===== src/rtl/ym6045c_busreq_responder.sv =====
`default_nettype none
// ============================================================================
// Module   : ym6045c_busreq_responder
// Purpose  : CPU-side end of the BR_n / BG_n / BGACK_n bus-arbitration
//            handshake. Hands the bus to an external master only once the
//            local master's bus cycle has completed. Also serves as a
//            silicon-side model when verifying the arbiter.
// Revision : 1.0 - initial release
// ----------------------------------------------------------------------------
// Parameters
//   SYNC_STAGES  synchronizer depth on br_n and bgack_n (>= 1)
//   RECOVER_CYC  idle cycles after release before local ownership (0 = none)
//   GRANT_TMO    cycles bg_n may stay low without bgack_n (timeout build only)
// Ports
//   clk       in   rising-edge clock
//   res       in   synchronous reset, active-high
//   br_n      in   bus request from arbiter, asynchronous, active-low
//   bgack_n   in   grant acknowledge from external master, async, active-low
//   loc_req   in   local master wants a bus cycle (advisory only)
//   loc_busy  in   local bus cycle in progress
//   loc_go    out  local master may start a cycle this clock
//   bg_n      out  bus grant to arbiter, active-low, registered
//   bus_oe    out  local master may drive the bus, registered
//   state     out  FSM state for debug (OWN=0 PEND=1 GRANT=2 REL=3 RECOV=4)
//   tmo       out  one-cycle pulse on grant timeout (tied 0 without macro)
// Configuration
//   YM6045C_BUSREQ_RESP_TMO_EN : when defined, builds the grant timeout
//   counter and the re-request lockout.
// ============================================================================
module ym6045c_busreq_responder #(
  parameter int SYNC_STAGES = 2,
  parameter int RECOVER_CYC = 1,
  parameter int GRANT_TMO   = 64
) (
  input  logic       clk,
  input  logic       res,
  input  logic       br_n,
  input  logic       bgack_n,
  input  logic       loc_req,
  input  logic       loc_busy,
  output logic       loc_go,
  output logic       bg_n,
  output logic       bus_oe,
  output logic [2:0] state,
  output logic       tmo
);

  typedef enum logic [2:0] {
    S_OWN   = 3'd0,
    S_PEND  = 3'd1,
    S_GRANT = 3'd2,
    S_REL   = 3'd3,
    S_RECOV = 3'd4
  } state_t;

  // Recovery counter: width covers 0..RECOVER_CYC, at least one bit so the
  // RECOVER_CYC=0 build still elaborates (RECOV is then unreachable).
  localparam int c_RCW = (RECOVER_CYC > 0) ? $clog2(RECOVER_CYC + 1) : 1;
  localparam logic [c_RCW-1:0] c_RLAST = c_RCW'((RECOVER_CYC > 0) ? RECOVER_CYC - 1 : 0);

`ifdef YM6045C_BUSREQ_RESP_TMO_EN
  localparam int c_TW = $clog2(GRANT_TMO + 1);
  localparam logic [c_TW-1:0] c_TLAST = c_TW'(GRANT_TMO - 1);
`endif

  // --------------------------------------------------------------------------
  // Input synchronizers (reset to the inactive level)
  // --------------------------------------------------------------------------
  logic [SYNC_STAGES-1:0] r_br_sync;
  logic [SYNC_STAGES-1:0] r_bgack_sync;
  logic                   w_br_s;
  logic                   w_bgack_s;

  generate
    if (SYNC_STAGES == 1) begin : g_sync_single
      always_ff @(posedge clk) begin
        if (res) begin
          r_br_sync    <= 1'b1;
          r_bgack_sync <= 1'b1;
        end else begin
          r_br_sync    <= br_n;
          r_bgack_sync <= bgack_n;
        end
      end
    end else begin : g_sync_chain
      always_ff @(posedge clk) begin
        if (res) begin
          r_br_sync    <= '1;
          r_bgack_sync <= '1;
        end else begin
          r_br_sync    <= {r_br_sync[SYNC_STAGES-2:0], br_n};
          r_bgack_sync <= {r_bgack_sync[SYNC_STAGES-2:0], bgack_n};
        end
      end
    end
  endgenerate

  assign w_br_s    = r_br_sync[SYNC_STAGES-1];
  assign w_bgack_s = r_bgack_sync[SYNC_STAGES-1];

  // --------------------------------------------------------------------------
  // State and counters
  // --------------------------------------------------------------------------
  state_t           r_state;
  state_t           w_next;
  logic             r_bg_n;
  logic             r_bus_oe;
  logic [c_RCW-1:0] r_rcnt;
  logic             r_held;     // request seen during RECOV, granted on exit
  logic             w_rec_exit;
  logic             w_req;      // effective (non-locked-out) bus request
  logic             w_lock;
  logic             w_tmo_hit;
  logic             w_timeout;

`ifdef YM6045C_BUSREQ_RESP_TMO_EN
  logic [c_TW-1:0]  r_tcnt;
  logic             r_tmo;
  logic             r_lock;     // set by a timeout, cleared once br_s returns high
  assign w_lock    = r_lock;
  assign w_tmo_hit = (r_tcnt == c_TLAST);
  assign tmo       = r_tmo;
`else
  assign w_lock    = 1'b0;
  assign w_tmo_hit = 1'b0;
  assign tmo       = 1'b0;
`endif

  assign w_req      = ~w_br_s & ~w_lock;
  assign w_rec_exit = (r_rcnt == c_RLAST);

  always_comb begin
    w_next    = r_state;
    w_timeout = 1'b0;
    case (r_state)
      S_OWN: begin
        // A running local cycle is never aborted: busy defers the grant.
        if (w_req & ~loc_busy)
          w_next = S_GRANT;
        else if (w_req & loc_busy)
          w_next = S_PEND;
        else if (w_br_s & ~w_bgack_s & ~loc_busy)
          w_next = S_REL;           // external master took the bus unasked
      end
      S_PEND: begin
        if (~w_req)
          w_next = S_OWN;
        else if (~loc_busy)
          w_next = S_GRANT;
      end
      S_GRANT: begin
        if (~w_bgack_s)
          w_next = S_REL;
        else if (w_br_s)
          w_next = S_OWN;
        else if (w_tmo_hit) begin
          w_next    = S_OWN;
          w_timeout = 1'b1;
        end
      end
      S_REL: begin
        if (w_bgack_s) begin
          if (~w_br_s)
            w_next = S_GRANT;       // chained request, no recovery gap
          else if (RECOVER_CYC == 0)
            w_next = S_OWN;
          else
            w_next = S_RECOV;
        end
      end
      S_RECOV: begin
        if (w_rec_exit)
          w_next = (r_held | ~w_br_s) ? S_GRANT : S_OWN;
      end
      default: w_next = S_OWN;
    endcase
  end

  always_ff @(posedge clk) begin
    if (res) begin
      r_state  <= S_OWN;
      r_bg_n   <= 1'b1;
      r_bus_oe <= 1'b0;
      r_rcnt   <= '0;
      r_held   <= 1'b0;
`ifdef YM6045C_BUSREQ_RESP_TMO_EN
      r_tcnt   <= '0;
      r_tmo    <= 1'b0;
      r_lock   <= 1'b0;
`endif
    end else begin
      r_state  <= w_next;
      // Outputs follow the state being entered so they change on the same edge.
      r_bg_n   <= (w_next != S_GRANT);
      r_bus_oe <= (w_next == S_OWN) || (w_next == S_PEND) || (w_next == S_GRANT);

      if (r_state == S_RECOV) begin
        if (r_rcnt != c_RLAST)
          r_rcnt <= r_rcnt + 1'b1;
        r_held <= r_held | ~w_br_s;
      end else begin
        r_rcnt <= '0;
        r_held <= 1'b0;
      end

`ifdef YM6045C_BUSREQ_RESP_TMO_EN
      r_tmo <= w_timeout;
      if (r_state == S_GRANT) begin
        if (w_bgack_s && (r_tcnt != c_TLAST))
          r_tcnt <= r_tcnt + 1'b1;
      end else begin
        r_tcnt <= '0;
      end
      if (w_timeout)
        r_lock <= 1'b1;
      else if (w_br_s)
        r_lock <= 1'b0;
`endif
    end
  end

  // Bus request beats a same-cycle local request; held low during reset.
  assign loc_go = (r_state == S_OWN) & w_br_s & w_bgack_s & ~res;
  assign bg_n   = r_bg_n;
  assign bus_oe = r_bus_oe;
  assign state  = r_state;

  // loc_req is advisory and does not steer the FSM; GRANT_TMO only matters
  // in the timeout build.
  logic w_unused;
  assign w_unused = loc_req | (GRANT_TMO < 1);

endmodule
`default_nettype wire


===== config.mk =====
export PLATFORM = sky130hd
export DESIGN_NAME = ym6045c_busreq_responder
export DESIGN_NICKNAME = d
export VERILOG_FILES = /design/src/rtl/ym6045c_busreq_responder.sv
export SDC_FILE = /design/constraint.sdc
export NUM_CORES = 1
export LEC_CHECK = 0
export ABC_AREA = 1
export CAP_MARGIN = 10
export CORE_UTILIZATION = 40
export CTS_CLUSTER_DIAMETER = 60
export DETAILED_ROUTE_END_ITERATION = 10
export MAX_ROUTING_LAYER = met4
export PLACE_DENSITY = 0.67
export SLEW_MARGIN = 20
export SYNTH_ARGS = -nofsm -noshare
export SYNTH_HDL_FRONTEND = slang
export SYNTH_SLANG_ARGS = --single-unit

===== constraint.sdc =====
create_clock -name clk -period 2 [get_ports clk]
set_input_delay 0.3 -clock clk [delete_from_list [all_inputs] [get_ports clk]]
set_output_delay 0.3 -clock clk [all_outputs]
set_load 0.05 [all_outputs]

Yosys cells after proc, flatten, opt, wreduce, memory -nomap -nowiden. Index checks and enable logic that the tools add are counted.

Register bits after elaboration: 11. Bits in latches: 0. Memory bits (writable): 0. Memory bits (read-only): 0. Input bits: 6. Output and inout bits: 7. Logic and storage cells: 47. Memories kept: 0.

$add $sub $neg: 1. $mul: 0. Div/mod/pow operators: 0. Order comparisons: 0. Equality and inequality tests: 7. Shift-type cells: 0. Multiplexer cells: 12. Bitwise operators: 14. Reductions and logical operators: 6.

Operator list (number): two-way mux 3 bit (10); one-hot mux 3 bit (5 select lines) (1); == test 3 x 2 -> 1 bit (second input constant) (3); bitwise AND 1 bit (7); == test 3 x 1 -> 1 bit (second input constant) (2); logical NOT 3 bit (2); inverter 1 bit (6); == test 3 bit (second input constant) (1); inequality test 3 x 2 -> 1 bit (second input constant) (1); OR reduction 3 bit (1); logical OR 1 bit (2); two-way mux 2 bit (1); OR reduction 2 bit (1); adder 1 bit (second input constant) (1); OR 1 bit (1).

Logic depth before layout (Yosys ltp). Gate-level depths: netlist of the first run.

Word-level depth: 10. Mapped depth: 9. Depth with buffers taken out: 8.

Worst setup path after synthesis of the first run. No wires, ideal clock.

Kind: register -> output. Start point: reg r_state[1], in the netlist state[1]. End point: out loc_go. Arrival: 1623 ps. Required time: 1700 ps. Slack: 77 ps. Stages on the path, launching flop included: 5. Buffers on the path: 1. Cells stage by stage: dfxtp_1 > buf_4 > nor3_1 > nand2_1 > nor2_1.

Word-level cells in the longest chain between the ends: 4.

Ends and longest elaborated chain: start: declaration (line 104) `state_t r_state;`; start signal: assignment (line 192) `r_state <= w_next;`; logical NOT 3 bit (line 223) `assign loc_go = (r_state == S_OWN) & w_br_s & w_bgack_s & ~res;`; bitwise AND 1 bit (3 in series) (line 223); end: declaration (line 41) `output logic loc_go,`.

No other way between the ends.

Final worst setup path of the first run.
Start point: reg r_state[2], in the netlist state[2]. End point: out state[2].

RTL lines: end: declaration (line 44) `output logic [2:0] state,`.

No word-level cell between the ends.

==> results.py, run 1 <==
metrics = {
    "synth": {
        "synth-seq-cells": 11,
        "syn_avg_cell_area_um2": 6.94,
        "synth.distinct_cells": 17,
        "netlist_area_um2": 520,
        "seq_area_frac_synth_pct": 42.3,
        "postSynthCellCount": 75,
        "ys_warn_count": 0,
    },
    "layout": {
        "nFillCells": 117,
        "post-route-util_pct": 57.5,
        "syn_to_final_growth_pct": 27.6,
        "num_antenna_cells": 0,
        "num-nets-final": 95,
        "layout-drive-gt1-share_pct": 21.6,
    },
    "timing": {
        "clock_skew_ps": 0.425,
        "fin_ws_ps": 129,
        "worst_pin_slew_ps": 496,
        "max_freq_mhz": 534,
        "fin_crit_ps": 1870,
        "finalSetupViolCount": 0,
        "period_share_pct": 93.6,
        "rsz0062_at_grt": "no",
        "finalHoldViolCount": 0,
        "slew_headroom_pct": 66.8,
        "tns_ps": 0,
        "drv_slew": 0,
    },
    "clock_tree": {
        "clkSinkCount": 11,
        "cts.repair.resized": 0,
        "cts_root_buffer": "clkbuf_4",
        "cts_hold_buffers": 0,
        "cts_setup_buffers": 0,
        "cts_buffers": 3,
        "path_clk_slew_ps": 60,
        "cts_tree": "done",
        "h-tree-depth": 1,
        "clkLatencyLatePin_ps": 260,
        "cts_buffer_depth": 2,
    },
    "routing": {
        "first_pass_iters": 4,
        "routed_wl_um": 842,
        "vias": 443,
        "drt_iter0_markers": 3,
        "vias_per_cell": 4.34,
        "route.detailed.drc": 0,
        "wire_per_inst_um": 8.25,
        "ant_nets": 0,
    },
    "global_route": {
        "grt_pass1_vias": 339,
        "gr-total-overflow": 0,
        "antenna_found_initial": 0,
        "grtUsageTotal_pct": 13.6,
        "grt_max_degree": 11,
        "grt_pass1_wl_um": 1300,
    },
    "floorplan": {
        "coreArea_mm2": 0.00116,
        "io_pins": 13,
        "die_w_um": 38.1,
        "row_count": 12,
        "dieArea_mm2": 0.00145,
        "initial_utilization_pct": 45.0,
        "die_y_um": 38.1,
    },
    "worst_setup_path": {
        "path_max_fanout": 8,
        "cp-end-kind": "output pin",
        "critical_path.max_stage_delay_ps": 850,
        "path_cells": "clkdlybuf4s50_1",
        "cp-start-kind": "flip-flop",
        "critPathRequiredTime_ps": 1700,
        "cpLargestDelayFamily": "buffers and inverters",
        "criticalPathCategory": "flip-flop to output pin",
        "worstPathArrival_ps": 1570,
        "slowest_stage": "clkdlybuf4s50_1",
        "cp_num_buf_inv": 1,
    },
    "power": {
        "p_int_uw": 346,
        "irDropWorstVdd_uv": 411,
        "seqPwrFrac_pct": 49.5,
        "power.density_mw_per_mm2": 724,
        "pwr-share-comb_pct": 20.9,
        "p_sw_uw": 135,
        "leakage_uw": 0.000322,
        "netSwitchingFraction_pct": 28.1,
        "power_frac_clock_pct": 29.6,
    },
    "placement": {
        "post-dp-hpwl_um": 689,
        "gp_congestion": 0.713,
        "dp_slack_ps": 400,
        "portBuffers": 10,
    },
    "flow_run": {
        "max_cap_viol_count": 0,
    },
    "min_path": {
        "worstHoldPathType": "flip-flop to flip-flop",
    },
    "status": {
        "status": "finished, final reports clean",
    },
}
logic make-up after synthesis:
family,count (synthesis),synth area share (%)
buffers and inverters,14,11.5
other,1,0.720
AOI/OAI and AO/OA,3,6.01
and+or+nand+nor,46,39.4
DFF,11,42.3
synthesized netlist by cell type:
cell type	instances	area, um^2
or2_2	4	25.0
clkbuf_1	1	3.75
buf_4	2	15.0
nor2_2	3	18.8
nand3_1	2	10.0
inv_1	8	30.0
nand4_1	1	6.26
conb_1	1	3.75
nand2_1	20	75.1
a31oi_4	1	21.3
dfxtp_1	11	220
nor3b_1	1	7.51
o21ai_0	2	10.0
nor3_1	1	5.00
inv_2	3	11.3
nor2_1	12	45.0
nand2_2	2	12.5
final timing paths:
path,startpoint,to,slack [ps],depth (start not counted)
worst max-delay path,state[2],state[2],130,1
worst min-delay path,r_br_sync[0],r_br_sync[1],410,1
worst max register to register,state[1],bus_oe,820,5
worst min register to register,r_br_sync[0],r_br_sync[1],410,1
area by class of cell:
class / instances / area (um^2) / area share [%]
multi-input combinational: 51 / 244 / 36.7
sequential: 11 / 220 / 33.1
timing repair buffer: 11 / 115 / 17.3
inverter: 11 / 41.3 / 6.21
clock buffer: 4 / 26.3 / 3.95
tap: 14 / 17.5 / 2.64
per-stage QoR:
stage               hold slack (ps)  cell area (um^2)  total power (uW)  instances
finish                          410               664               481        102
global route                    437               664               506        102
CTS                             412               664               486        102
detailed placement              396               638               344         98
global placement                392               638               343         98
floorplan                       389               524               312         76
metal layers:
layer | share of wire (%) | vias to the layer above | GRT usage, % | wire length [um]
li1 | - | 245 | - | -
met1 | 49 | 186 | 17.2 | 410
met4 | 0.48 | 0 | 8.04 | 4
met2 | 48 | 10 | 20.8 | 403
met3 | 2.9 | 2 | 1.74 | 24
met5 | 0 | - | - | 0
sequential cells by signal (all words and copies together) (netlist names):
signal	count
r_rcnt	1
r_held	1
r_br_sync	2
bg_n	1
bus_oe	1
r_bgack_sync	2
state	3
placed cells by master, fill, tap and decap left out:
cell type | synthesis | layout
nor3_1 | 1 | 1
clkbuf_4 | 0 | 3
buf_4 | 2 | 2
clkdlybuf4s50_1 | 0 | 8
a31oi_4 | 1 | 1
nand2_1 | 20 | 20
nor3b_1 | 1 | 1
conb_1 | 1 | 2
nor2_2 | 3 | 3
or2_2 | 4 | 4
dfxtp_1 | 11 | 11
clkbuf_1 | 1 | 1
nor2_1 | 12 | 12
nand4_1 | 1 | 1
inv_1 | 8 | 8
o21ai_0 | 2 | 2
buf_12 | 0 | 1
nand2_2 | 2 | 2
inv_2 | 3 | 3
nand3_1 | 2 | 2
power groups by stage:
| stage | clock [uW] | combinational [uW] | sequential (uW) |
|---|---|---|---|
| 2_1_floorplan | 0 | 55.3 | 257 |
| 3_3_place_gp | 0 | 100 | 243 |
| 3_5_place_dp | 0 | 101 | 243 |
| 4_1_cts | 146 | 101 | 238 |
| 5_1_grt | 159 | 108 | 239 |
| 6_report | 142 | 101 | 238 |
(Power assumes the default switching activity.)
==> run 2: changes to the inputs <==
--- a/config.mk
+++ b/config.mk
@@ -5,13 +5,13 @@
 export SDC_FILE = /design/constraint.sdc
 export NUM_CORES = 1
 export LEC_CHECK = 0
-export ABC_AREA = 1
 export CAP_MARGIN = 10
-export CORE_UTILIZATION = 40
+export CORE_AREA = 2 2 39 41
 export CTS_CLUSTER_DIAMETER = 60
 export DETAILED_ROUTE_END_ITERATION = 10
+export DIE_AREA = 0 0 41 43
+export HOLD_SLACK_MARGIN = 0.02
 export MAX_ROUTING_LAYER = met4
-export PLACE_DENSITY = 0.67
 export SLEW_MARGIN = 20
 export SYNTH_ARGS = -nofsm -noshare
 export SYNTH_HDL_FRONTEND = slang
==> run 2 against run 1 <==
Clock skew is 1.9 ps higher. Sequential share of layout area increased by 5.1 points. Largest power group unchanged. Worst setup slack got worse by 5.4 ps.
==> results.py, run 2 <==
metrics = {
    "status": {
        "status": "finished, final reports clean",
    },
    "global_route": {
        "grt_pass1_wl_um": 1020,
        "gr-total-overflow": 0,
        "grt_pass1_vias": 259,
        "grtUsageTotal_pct": 9.18,
        "antenna_found_initial": 0,
        "grt_max_degree": 11,
    },
    "floorplan": {
        "coreArea_mm2": 0.00138,
        "die_w_um": 41,
        "row_count": 14,
        "dieArea_mm2": 0.00176,
        "io_pins": 13,
        "die_y_um": 43,
        "initial_utilization_pct": 32.5,
    },
    "clock_tree": {
        "path_clk_slew_ps": 70,
        "h-tree-depth": 1,
        "cts_buffer_depth": 2,
        "cts_setup_buffers": 0,
        "cts_buffers": 3,
        "cts_root_buffer": "clkbuf_4",
        "clkLatencyLatePin_ps": 260,
        "clkSinkCount": 11,
        "cts.repair.resized": 0,
        "cts_tree": "done",
        "cts_hold_buffers": 0,
    },
    "power": {
        "total_power_uw": 448,
        "leakage_uw": 0.000223,
        "power.density_mw_per_mm2": 778,
        "irDropWorstVdd_uv": 585,
    },
    "routing": {
        "vias_per_cell": 4.52,
        "drt_iter0_markers": 10,
        "first_pass_iters": 2,
        "wire_per_inst_um": 9.10,
        "routed_wl_um": 628,
        "vias": 312,
        "route.detailed.drc": 0,
        "ant_nets": 0,
    },
    "worst_setup_path": {
        "criticalPathCategory": "flip-flop to output pin",
        "path_max_fanout": 9,
        "ff2ff_path_depth": 4,
        "path_cells": "clkdlybuf4s50_1",
        "critPathRequiredTime_ps": 1700,
        "r2r-start": "state[1]",
        "critical_path.max_stage_delay_ps": 850,
        "cp-start-kind": "flip-flop",
        "r2r_setup_slack_ps": 700,
        "cp_num_buf_inv": 1,
        "cp-end-kind": "output pin",
        "r2r_end": "bg_n",
        "worstPathArrival_ps": 1580,
        "slowest_stage": "clkdlybuf4s50_1",
        "cpLargestDelayFamily": "buffers and inverters",
    },
    "layout": {
        "final_common_cell": "dfxtp_1",
        "num_antenna_cells": 0,
        "num-nets-final": 60,
        "stdcell_area_um2": 576,
        "largest_reg_flops": 3,
        "syn_to_final_growth_pct": 27.8,
        "layout-drive-gt1-share_pct": 28.3,
        "instances_no_fill": 69,
        "final_cell_mix": "dfxtp_1 (11), clkdlybuf4s50_1 (9), nor2_1 (4), or2_2 (4), clkbuf_4 (3)",
    },
    "synth": {
        "synth_flop_cell": "dfxtp_1",
        "synth.top_cells.by_area": "dfxtp_1 (49%), bufbuf_16 (7.2%), or2_2 (5.6%), nor4b_4 (5.3%), and2b_2 (3.9%)",
        "postSynthCellCount": 40,
        "synth_common_cells": "dfxtp_1 (11), nor2_1 (4), or2_2 (4)",
        "ys_async_sr_fraction_pct": 0,
        "syn_avg_cell_area_um2": 11.3,
        "ys_warn_count": 0,
        "yosysTopAreaCellShare_pct": 48.9,
        "synth-seq-cells": 11,
        "synth_most_common_cell": "dfxtp_1",
        "synth.distinct_cells": 21,
        "seq_area_frac_synth_pct": 48.9,
        "yosysTopAreaCell": "dfxtp_1",
        "netlist_area_um2": 450,
        "synth-edff-count": 0,
    },
    "min_path": {
        "hold_path_startpoint": "r_br_sync[0]",
        "min_to": "r_br_sync[1]",
        "holdPathStages": 1,
        "worstHoldPathType": "flip-flop to flip-flop",
    },
    "placement": {
        "post-dp-hpwl_um": 468,
        "dp_cells": 65,
        "gp_congestion": 0.641,
        "dpl-instance-area_um2": 549,
        "portBuffers": 10,
    },
    "flow_run": {
        "max_cap_viol_count": 0,
    },
    "timing": {
        "period_share_pct": 93.8,
        "fin_crit_ps": 1880,
        "tns_ps": 0,
        "finalSetupViolCount": 0,
        "clock_skew_ps": 2.35,
        "drv_slew": 0,
        "rsz0062_at_grt": "no",
        "max_freq_mhz": 533,
        "finalHoldViolCount": 0,
    },
}
run 2: layout make-up:
cell class              instances  area (um^2)
multi-input cells              28          199
fillers                       143          808
well taps                      16         20.0
repair buffers                 10          110
clock buffers                   4         26.3
flip-flops and latches         11          220
run 2: per-stage QoR:
step	worst slack [ps]	utilization, %	hold slack (ps)
6_report	124	41.6	407
5_1_grt	45.3	41.6	421
4_1_cts	111	41.6	409
3_5_place_dp	298	39.7	393
3_3_place_gp	294	39.7	391
2_1_floorplan	236	-	389
run 2: kinds of logic after synthesis:
logic type | after synthesis | share of synthesized area [%]
DFF | 11 | 48.9
AOI/OAI and AO/OA | 7 | 11.9
other | 1 | 0.833
buffers and inverters | 2 | 8.89
and+or+nand+nor | 19 | 29.4
run 2: how the worst max path moves through the flow:
stage | start | endpoint | slack [ps] | cells after the start
floorplan | state[2] | loc_go | 240 | 2
global placement | res | loc_go | 290 | 3
detailed placement | res | loc_go | 300 | 3
CTS | state[2] | state[2] | 110 | 1
global route | state[2] | state[2] | 50 | 1
finish | state[2] | state[2] | 120 | 1
run 2: layer usage:
layer	vias to the layer above	wire [um]	track usage [%]
met5	-	0	-
met4	0	16	8.00
met3	2	29	3.14
met2	12	277	10.9
met1	137	304	11.7
li1	161	-	-
run 2: power breakdown:
part | total [uW] | switching [uW] | leakage (uW) | internal (uW)
sequential | 232 | 4.56 | 0.0000906 | 227
combinational | 68.5 | 37.9 | 0.000117 | 30.6
clock | 147 | 70.1 | 0.0000150 | 77.2
total | 448 | 113 | 0.000223 | 335
==> run 3: changes to the inputs <==
--- a/config.mk
+++ b/config.mk
@@ -7,7 +7,6 @@
 export LEC_CHECK = 0
 export CAP_MARGIN = 10
 export CORE_AREA = 2 2 39 41
-export CTS_CLUSTER_DIAMETER = 60
 export DETAILED_ROUTE_END_ITERATION = 10
 export DIE_AREA = 0 0 41 43
 export HOLD_SLACK_MARGIN = 0.02
==> results of run 3 <==
Final layout, timing and power as in run 2 (identical DEF).
